$ cat config.mk
export PLATFORM = sky130hd
export DESIGN_NAME = ram_scan_ctrl
export DESIGN_NICKNAME = d
export VERILOG_FILES = /design/src/rtl/ram_ctrl_pkg.sv /design/src/rtl/ram_scan_ctrl_dwell_counter.sv /design/src/rtl/ram_scan_ctrl.sv
export SDC_FILE = /design/constraint.sdc
export NUM_CORES = 1
export LEC_CHECK = 0
export CORE_UTILIZATION = 48
export DETAILED_ROUTE_END_ITERATION = 6
export GPL_ROUTABILITY_DRIVEN = 0
export PLACE_DENSITY = 0.81
export SLEW_MARGIN = 0
export SYNTH_ARGS = -nofsm -noshare
export SYNTH_HDL_FRONTEND = slang
export SYNTH_SLANG_ARGS = --single-unit
$ cat constraint.sdc
create_clock -name clock -period 2.1 [get_ports clock]
set_input_delay 0.63 -clock clock [delete_from_list [all_inputs] [get_ports clock]]
set_output_delay 0.63 -clock clock [all_outputs]
set_load 0.05 [all_outputs]
$ cat src/rtl/ram_ctrl_pkg.sv
// Shared types and constants for the ram32x4 scan controller.
// The state enum is the single source of truth for the sequencer encoding.
package ram_ctrl_pkg;

    localparam int DEF_ADDR_W = 5;
    localparam int DEF_DATA_W = 4;
    localparam int LAST_ADDR  = 31;

    typedef enum logic [2:0] {
        ST_IDLE,
        ST_WRITE,
        ST_READ,
        ST_CAPTURE,
        ST_CLEAR
    } state_e;

endpackage : ram_ctrl_pkg

$ cat src/rtl/ram_scan_ctrl_dwell_counter.sv
// Free-running dwell timer for auto-scan: counts enabled cycles and emits a
// one-cycle expire pulse when the count reaches DWELL-1.
module dwell_counter #(
    parameter int DWELL = 50_000_000
) (
    input  logic clock,
    input  logic resetn,
    input  logic en,
    input  logic clr,
    output logic expire
);

    localparam int CNT_W = $clog2(DWELL);

    logic [CNT_W-1:0] count;

    assign expire = en && (count == CNT_W'(DWELL - 1));

    // NOTE: sequential state is always assigned with <= so every register
    // samples pre-edge values regardless of statement order.
    always_ff @(posedge clock) begin
        if (!resetn) begin
            count <= '0;
        end else if (clr || expire) begin
            count <= '0;
        end else if (en) begin
            count <= count + CNT_W'(1);
        end
    end

endmodule : dwell_counter

$ cat src/rtl/ram_scan_ctrl.sv
// Sequencer front end for the 32x4 single-port RAM: write with read-back,
// single read, clear-all and timed auto-scan, feeding the 7-segment displays.
module ram_scan_ctrl
    import ram_ctrl_pkg::*;
#(
    parameter int ADDR_W = DEF_ADDR_W,
    parameter int DATA_W = DEF_DATA_W,
    parameter int DWELL  = 50_000_000
) (
    input  logic              clock,
    input  logic              resetn,
    input  logic              wr_req,
    input  logic              rd_req,
    input  logic              clr_req,
    input  logic              scan_en,
    input  logic [ADDR_W-1:0] cmd_addr,
    input  logic [DATA_W-1:0] cmd_data,
    output logic [ADDR_W-1:0] ram_address,
    output logic [DATA_W-1:0] ram_data,
    output logic              ram_wren,
    input  logic [DATA_W-1:0] ram_q,
    output logic [ADDR_W-1:0] disp_addr,
    output logic [DATA_W-1:0] disp_data,
    output logic              busy
);

    state_e            state, state_n;
    logic [ADDR_W-1:0] tgt, tgt_n;
    logic [DATA_W-1:0] wdata, wdata_n;
    logic [ADDR_W-1:0] disp_addr_n;
    logic [DATA_W-1:0] disp_data_n;
    logic              req_taken;
    logic              dwell_expire;
    logic              is_last;

    assign is_last = (tgt == ADDR_W'(LAST_ADDR));

    dwell_counter #(
        .DWELL (DWELL)
    ) u_dwell (
        .clock  (clock),
        .resetn (resetn),
        .en     ((state == ST_IDLE) && scan_en),
        .clr    (req_taken || !scan_en),
        .expire (dwell_expire)
    );

    always_ff @(posedge clock) begin
        if (!resetn) begin
            state <= ST_IDLE;
        end else begin
            state <= state_n;
        end
    end

    // NOTE: every signal written here gets a default first; a path that
    // leaves one unassigned would infer a latch.
    always_comb begin
        state_n     = state;
        tgt_n       = tgt;
        wdata_n     = wdata;
        disp_addr_n = disp_addr;
        disp_data_n = disp_data;
        req_taken   = 1'b0;

        case (state)
            ST_IDLE: begin
                if (clr_req) begin
                    state_n   = ST_CLEAR;
                    tgt_n     = '0;
                    req_taken = 1'b1;
                end else if (wr_req) begin
                    state_n   = ST_WRITE;
                    tgt_n     = cmd_addr;
                    wdata_n   = cmd_data;
                    req_taken = 1'b1;
                end else if (rd_req) begin
                    state_n   = ST_READ;
                    tgt_n     = cmd_addr;
                    req_taken = 1'b1;
                end else if (dwell_expire) begin
                    state_n = ST_READ;
                    tgt_n   = (disp_addr == ADDR_W'(LAST_ADDR)) ? '0
                                                                : disp_addr + ADDR_W'(1);
                end
            end
            ST_WRITE: begin
                state_n = ST_READ;
            end
            ST_READ: begin
                state_n = ST_CAPTURE;
            end
            ST_CAPTURE: begin
                disp_data_n = ram_q;
                disp_addr_n = tgt;
                state_n     = ST_IDLE;
            end
            ST_CLEAR: begin
                tgt_n = tgt + ADDR_W'(1);
                if (is_last) begin
                    disp_addr_n = '0;
                    disp_data_n = '0;
                    state_n     = ST_IDLE;
                end
            end
            default: begin
                state_n = ST_IDLE;
            end
        endcase
    end

    always_ff @(posedge clock) begin
        if (!resetn) begin
            tgt       <= '0;
            wdata     <= '0;
            disp_addr <= '0;
            disp_data <= '0;
        end else begin
            tgt       <= tgt_n;
            wdata     <= wdata_n;
            disp_addr <= disp_addr_n;
            disp_data <= disp_data_n;
        end
    end

    // RAM drive is decoded from state and registers only; in IDLE the RAM
    // keeps pointing at the displayed word.
    always_comb begin
        busy        = (state != ST_IDLE);
        ram_wren    = (state == ST_WRITE) || (state == ST_CLEAR);
        ram_address = (state == ST_IDLE) ? disp_addr : tgt;
        ram_data    = (state == ST_WRITE) ? wdata : '0;
    end

endmodule : ram_scan_ctrl

== Yosys cells after proc, flatten, opt, wreduce, memory -nomap -nowiden ==
Index checks and enable logic that the tools add are counted.
Word-level totals
  register bits: 47
  logic and storage cells: 57
Operators by class
  $add $sub $neg: 3
  equal/unequal tests: 9
  muxes and demuxes: 22
  bitwise logic cells: 2
  reductions and logical operators: 15
Operators by type and width (count)
  two-way mux 5 bit: 7
  adder 26 x 1 -> 26 bit (second input constant): 1
  == test 26 bit (second input constant): 1
  case mux 5 bit (2 select lines): 2
  two-way mux 3 bit: 5
  case mux 3 bit (4 select lines): 1
  adder 5 x 1 -> 5 bit (second input constant): 2
  == test 5 bit (second input constant): 2
  two-way mux 4 bit: 2
  case mux 4 bit (2 select lines): 1
  == test 3 x 2 -> 1 bit (second input constant): 2
  AND reduction 2 bit: 3
  != test 5 x 4 -> 1 bit (second input constant): 1
  two-way mux 1 bit: 4
  nonzero test 2 bit: 2
  == test 3 x 1 -> 1 bit (second input constant): 1
  == test 3 bit (second input constant): 1
  zero test 3 bit: 1
  logical OR 1 bit: 3
  AND reduction 3 bit: 1
  nonzero test 3 bit: 1
  logical AND 1 bit: 2
  != test 2 bit (second input constant): 1
  inverter 1 bit: 2
  2 further kinds: 2

== Logic depth before layout (Yosys ltp) ==
  depth in word-level cells: 8
  gate-level depth with buffers: 8

== Modules after synthesis ==
A second synthesis with hierarchy kept.
Second synthesis, totals
  cells, all modules: 284
  area, all modules: 2507.4 µm²
By module, submodules not included
  dwell_counter: instances 1, cells each 146, area an instance 1283.7 µm², seq. area each 520.5 µm²
  ram_scan_ctrl: instances 1, cells each 138, area an instance 1223.7 µm², seq. area each 420.4 µm²

== Least setup slack after synthesis ==
Ideal clock, no wire load.
  kind: register -> output
  start point: reg state[0]
  end point: out ram_address[0]
  arrival: 1.708 ns
  data required time: 1.470 ns
  path slack: -0.238 ns
  cell stages (with the launch flop): 6
  buffers on the path: 1
  cell sequence: dfxtp_1 buf_2 nor3_1 clkinv_1 nand2_1 nand2_1
Between the ends
  word-level cells in the longest chain between the ends: 2
RTL lines
  from (decl): RTL line ram_scan_ctrl.sv:27  | state_e state, state_n;
  from (signal assigned): RTL line ram_scan_ctrl.sv:52  | state <= state_n;
  zero test 3 bit: RTL line ram_scan_ctrl.sv:131  | ram_address = (state == ST_IDLE) ? disp_addr : tgt;
  two-way mux 5 bit: RTL line ram_scan_ctrl.sv:131
  to (decl): RTL line ram_scan_ctrl.sv:18  | output logic [ADDR_W-1:0] ram_address,
No other way between the ends.

== Final worst setup path ==
  start point: in scan_en
  end point: reg tgt[4]
Between the ends
  word-level cells in the longest chain between the ends: 4
RTL lines
  from (decl): RTL line ram_scan_ctrl.sv:15  | input logic scan_en,
  logical AND 1 bit: RTL line ram_scan_ctrl.sv:43  | .en ((state == ST_IDLE) && scan_en),
  logical AND 1 bit: RTL line ram_scan_ctrl_dwell_counter.sv:17  | assign expire = en && (count == CNT_W'(DWELL - 1));
  != test 5 x 4 -> 1 bit (no source line)
  AND reduction 2 bit (no source line)
  to (signal assigned): RTL line ram_scan_ctrl.sv:119  | tgt <= tgt_n;
  to (decl): RTL line ram_scan_ctrl.sv:28  | logic [ADDR_W-1:0] tgt, tgt_n;
No other way between the ends.
A chain may end at the register's enable or synchronous reset.

==> qor.csv <==
stage;metric;value;unit
flow_run;max-cap-violations;0;
floorplan;die_h;72.5;um
power_and_ir_drop;peakVddDrop;0.000457;V
critical_path;crit_path_max_fanout;5;
floorplan;die_x;72.5;um
worst_hold_path;min_path_cells;2;
grt;grt_pass1_vias;2094;
synth;ys_seq_area_share;39.4;%
cells_and_area;final-seq-area;942;um2
cells_and_area;antenna_cells;0;
detailed_routing;viasPerCell;5.60;
run_status;outcome;complete, but fails checks;
cts;cts_max_level;2;
cells_and_area;multi_input_area;1520;um2
cts;clk_pin_slew;0.09;ns
power_and_ir_drop;power;1.98;mW
synth;synth_cells;286;
timing;fmax;0.473;GHz
critical_path;rrSetupSlack;0.20;ns
cells_and_area;syn_to_final_growth;38.6;%
synth;synth_warnings;0;
synth;synth_cell_types;38;
grt;antenna_found_initial;0;
critical_path;reg2reg_depth;8;
cells_and_area;fillerInstances;368;
synth;synthesis.nets;310;
critical_path;cp.required;2.30;ns
power_and_ir_drop;cellLeakagePower;1.21;nW
cells_and_area;drive_above_1_share;25.1;%
cells_and_area;fin_area;3310;um2
power_and_ir_drop;power.density;599;nW/um2
critical_path;r2r_end;tgt[0]$_SDFFE_PN0P_;
floorplan;start_util;50.2;%
timing;setup_slack;-0.0139;ns
critical_path;start_kind;input pin;
placed_design;place_area;3030;um2
critical_path;crit_path_top_delay_cell;clkdlybuf4s50_1;
critical_path;cp_common_cell;buf_4;
detailed_routing;first_pass_iters;4;
critical_path;arrival;2.32;ns
timing;slew_headroom;47.9;%
critical_path;crit_path_cell_trace;clkdlybuf4s50_1 -> nor4b_4 -> buf_4 -> and4_4 -> a311o_2 -> buf_4 -> a311oi_2;
timing;tightest_slew;0.779;ns
grt;gr-total-overflow;0;
floorplan;die_area;5260;um2
detailed_routing;drtAntennaViolNets;0;
cts;max-clock-path-buffers;2;
timing;min_period_over_period;101;%
grt;grt_pass1_wl;9.34;mm
timing;skew;0.00964;ns
cells_and_area;nets;375;
critical_path;endpoint_kind;register;
timing;finalSetupViolCount;2;
critical_path;critPathKind;input pin to register;
detailed_routing;post_drt_wl_per_cell;14.4;um
grt;grt_usage;22.5;%
cts;cts.sinks;47;
detailed_routing;routed_wl;6.01;mm
floorplan;core;4750;um2
synth;yosys_register_bits;47;
synth;netlist_area;2390;um2
critical_path;timing.rr.start;disp_addr[1]$_SDFFE_PN0P_;
cts;cts_root_buffer;clkbuf_8;
timing;min_period;2.11;ns
worst_hold_path;min-delay-start;wdata[1]$_SDFFE_PN0P_;
cts;cts_hold_buf;0;
cts;cts_buffers;5;
timing;fin_hold_ws;0.456;ns
timing;slew_viol_final;0;
detailed_routing;drcViolationCount;0;
floorplan;ioPinCount;39;
worst_hold_path;worst_hold_path_type;register to register;
cts;cts_tree;done;
timing;hold_violations;0;
synth;avgSynthCellArea;8.35;um2
grt;grt_max_degree;27;
detailed_routing;drt_iter0_drc;121;
detailed_routing;vias;2342;
worst_hold_path;whs_endpoint;wdata[1]$_SDFFE_PN0P_;
timing;rsz0062_at_grt;yes;
run_status;violations;negative setup slack;
placed_design;dp_hpwl;4.10;mm
placed_design;port-buffer-count;38;
critical_path;slowest_delay;0.42;ns
cts;clk_latency;0.29;ns
floorplan;rows;25;
-- layout make-up --
cell class	count	area share, %
Clock buffer	5	2.08
Clock inverter	2	1.13
Inverter	7	0.870
Multi-Input combinational cell	223	45.9
Sequential cell	47	28.5
Tap cell	67	2.53
Timing Repair Buffer	67	19.1
-- cell families (layout without fill, tap and decap cells) --
logic type      count (synthesis)  after routing  synth area share, %
buf+inv                        16             81                 2.78
compound gates                 36             36                 10.3
xor+xnor                       28             28                 10.3
fa+ha+maj                       5              5                 2.62
mux                             5              5                 2.25
flops                          47             47                 39.4
simple gates                  149            149                 32.4
-- placed cells by master (no fill, tap or decap), drive strengths merged, types with 7 or more instances in the layout --
cell type	n
dfxtp	47
nor2	45
buf	49
nor4	13
nand4	7
and2	8
a21oi	8
xnor2	21
nand2	36
nand3	14
xor2	7
and4	8
clkdlybuf4s50	18
a22oi	11
-- through the flow --
step	worst slack (ns)	std cells	utilization [%]	setup TNS, ns
6_report	-0.0139	418	69.6	-0.0149
4_1_cts	-0.0748	414	66.5	-0.446
5_1_grt	-0.0429	418	69.6	-0.304
3_5_place_dp	-0.366	406	63.7	-9.03
3_3_place_gp	-0.313	406	63.7	-8.19
2_1_floorplan	0.00159	286	-	0
-- power breakdown --
part	switching, mW	internal, mW	total [mW]
Combinational	0.216	0.181	0.397
Clock	0.297	0.348	0.645
Sequential	0.0279	0.913	0.941
Total	0.541	1.44	1.98
-- worst max path at each step --
stage / startpoint / depth (start not counted) / endpoint / slack [ns]
2_1_floorplan: disp_addr[0]$_SDFFE_PN0P_ / 8 / tgt[0]$_SDFFE_PN0P_ / 0.002
3_3_place_gp: scan_en / 6 / u_dwell.count[24]$_SDFFE_PP0P_ / -0.31
3_5_place_dp: scan_en / 6 / tgt[4]$_SDFFE_PN0P_ / -0.37
4_1_cts: scan_en / 6 / u_dwell.count[18]$_SDFFE_PP0P_ / -0.07
5_1_grt: state[2]$_SDFFE_PN0P_ / 4 / ram_data[1] / -0.04
6_report: scan_en / 7 / tgt[4]$_SDFFE_PN0P_ / -0.01
-- registers in the layout (all words and copies together) (netlist names) --
signal / flops
disp_data: 4
wdata: 4
state: 3
u_dwell.count: 26
tgt: 5
disp_addr: 5
-- per-layer routing --
metal	global-route usage (%)	share of wire, %
met1	28.5	44
met2	37.9	50
met3	5.14	4.1
met4	6.97	1.7
met5	0	0
-- timing repair --
action	4_1_cts	5_1_grt
gates resized for setup	6	21
buffers inserted	1	4
pin swaps	1	5
setup endpoints to repair	20	41
-- critical path, delay by kind of cell --
family / cells / cell delay (ns)
buffers and inverters: 3 / 0.74
and+or+nand+nor: 2 / 0.35
AOI/OAI and AO/OA: 2 / 0.59
-- cell usage after synthesis --
master	number	area, um2
a21oi_1	8	40.0
a311o_2	1	11.3
nor4b_4	1	23.8
o22ai_1	3	18.8
nand4_2	2	25.0
a31oi_1	3	18.8
mux2_2	2	22.5
clkinv_1	2	7.51
o41ai_1	2	17.5
nor3b_1	2	15.0
nand3b_1	1	7.51
nand3_1	14	70.1
nor4_1	11	68.8
xnor2_1	21	184
xor2_1	7	61.3
mux2i_1	2	20.0
nor4_2	2	25.0
inv_1	5	18.8
and4_1	8	70.1
nor2b_1	2	12.5
a311oi_1	2	17.5
nor3_1	6	30.0
and3_1	3	18.8
nand2_1	36	135
clkbuf_1	4	15.0
nand4_1	5	31.3
buf_2	5	25.0
dfxtp_1	47	941
a22oi_1	11	82.6
nor2_1	45	169
o31ai_1	1	7.51
o21ai_0	4	20.0
o2111a_1	1	11.3
and2_1	8	50.1
nor4b_1	1	8.76
ha_1	5	62.6
or3_1	2	12.5
mux2_1	1	11.3
Note: power is estimated with default switching activity, not from simulation.
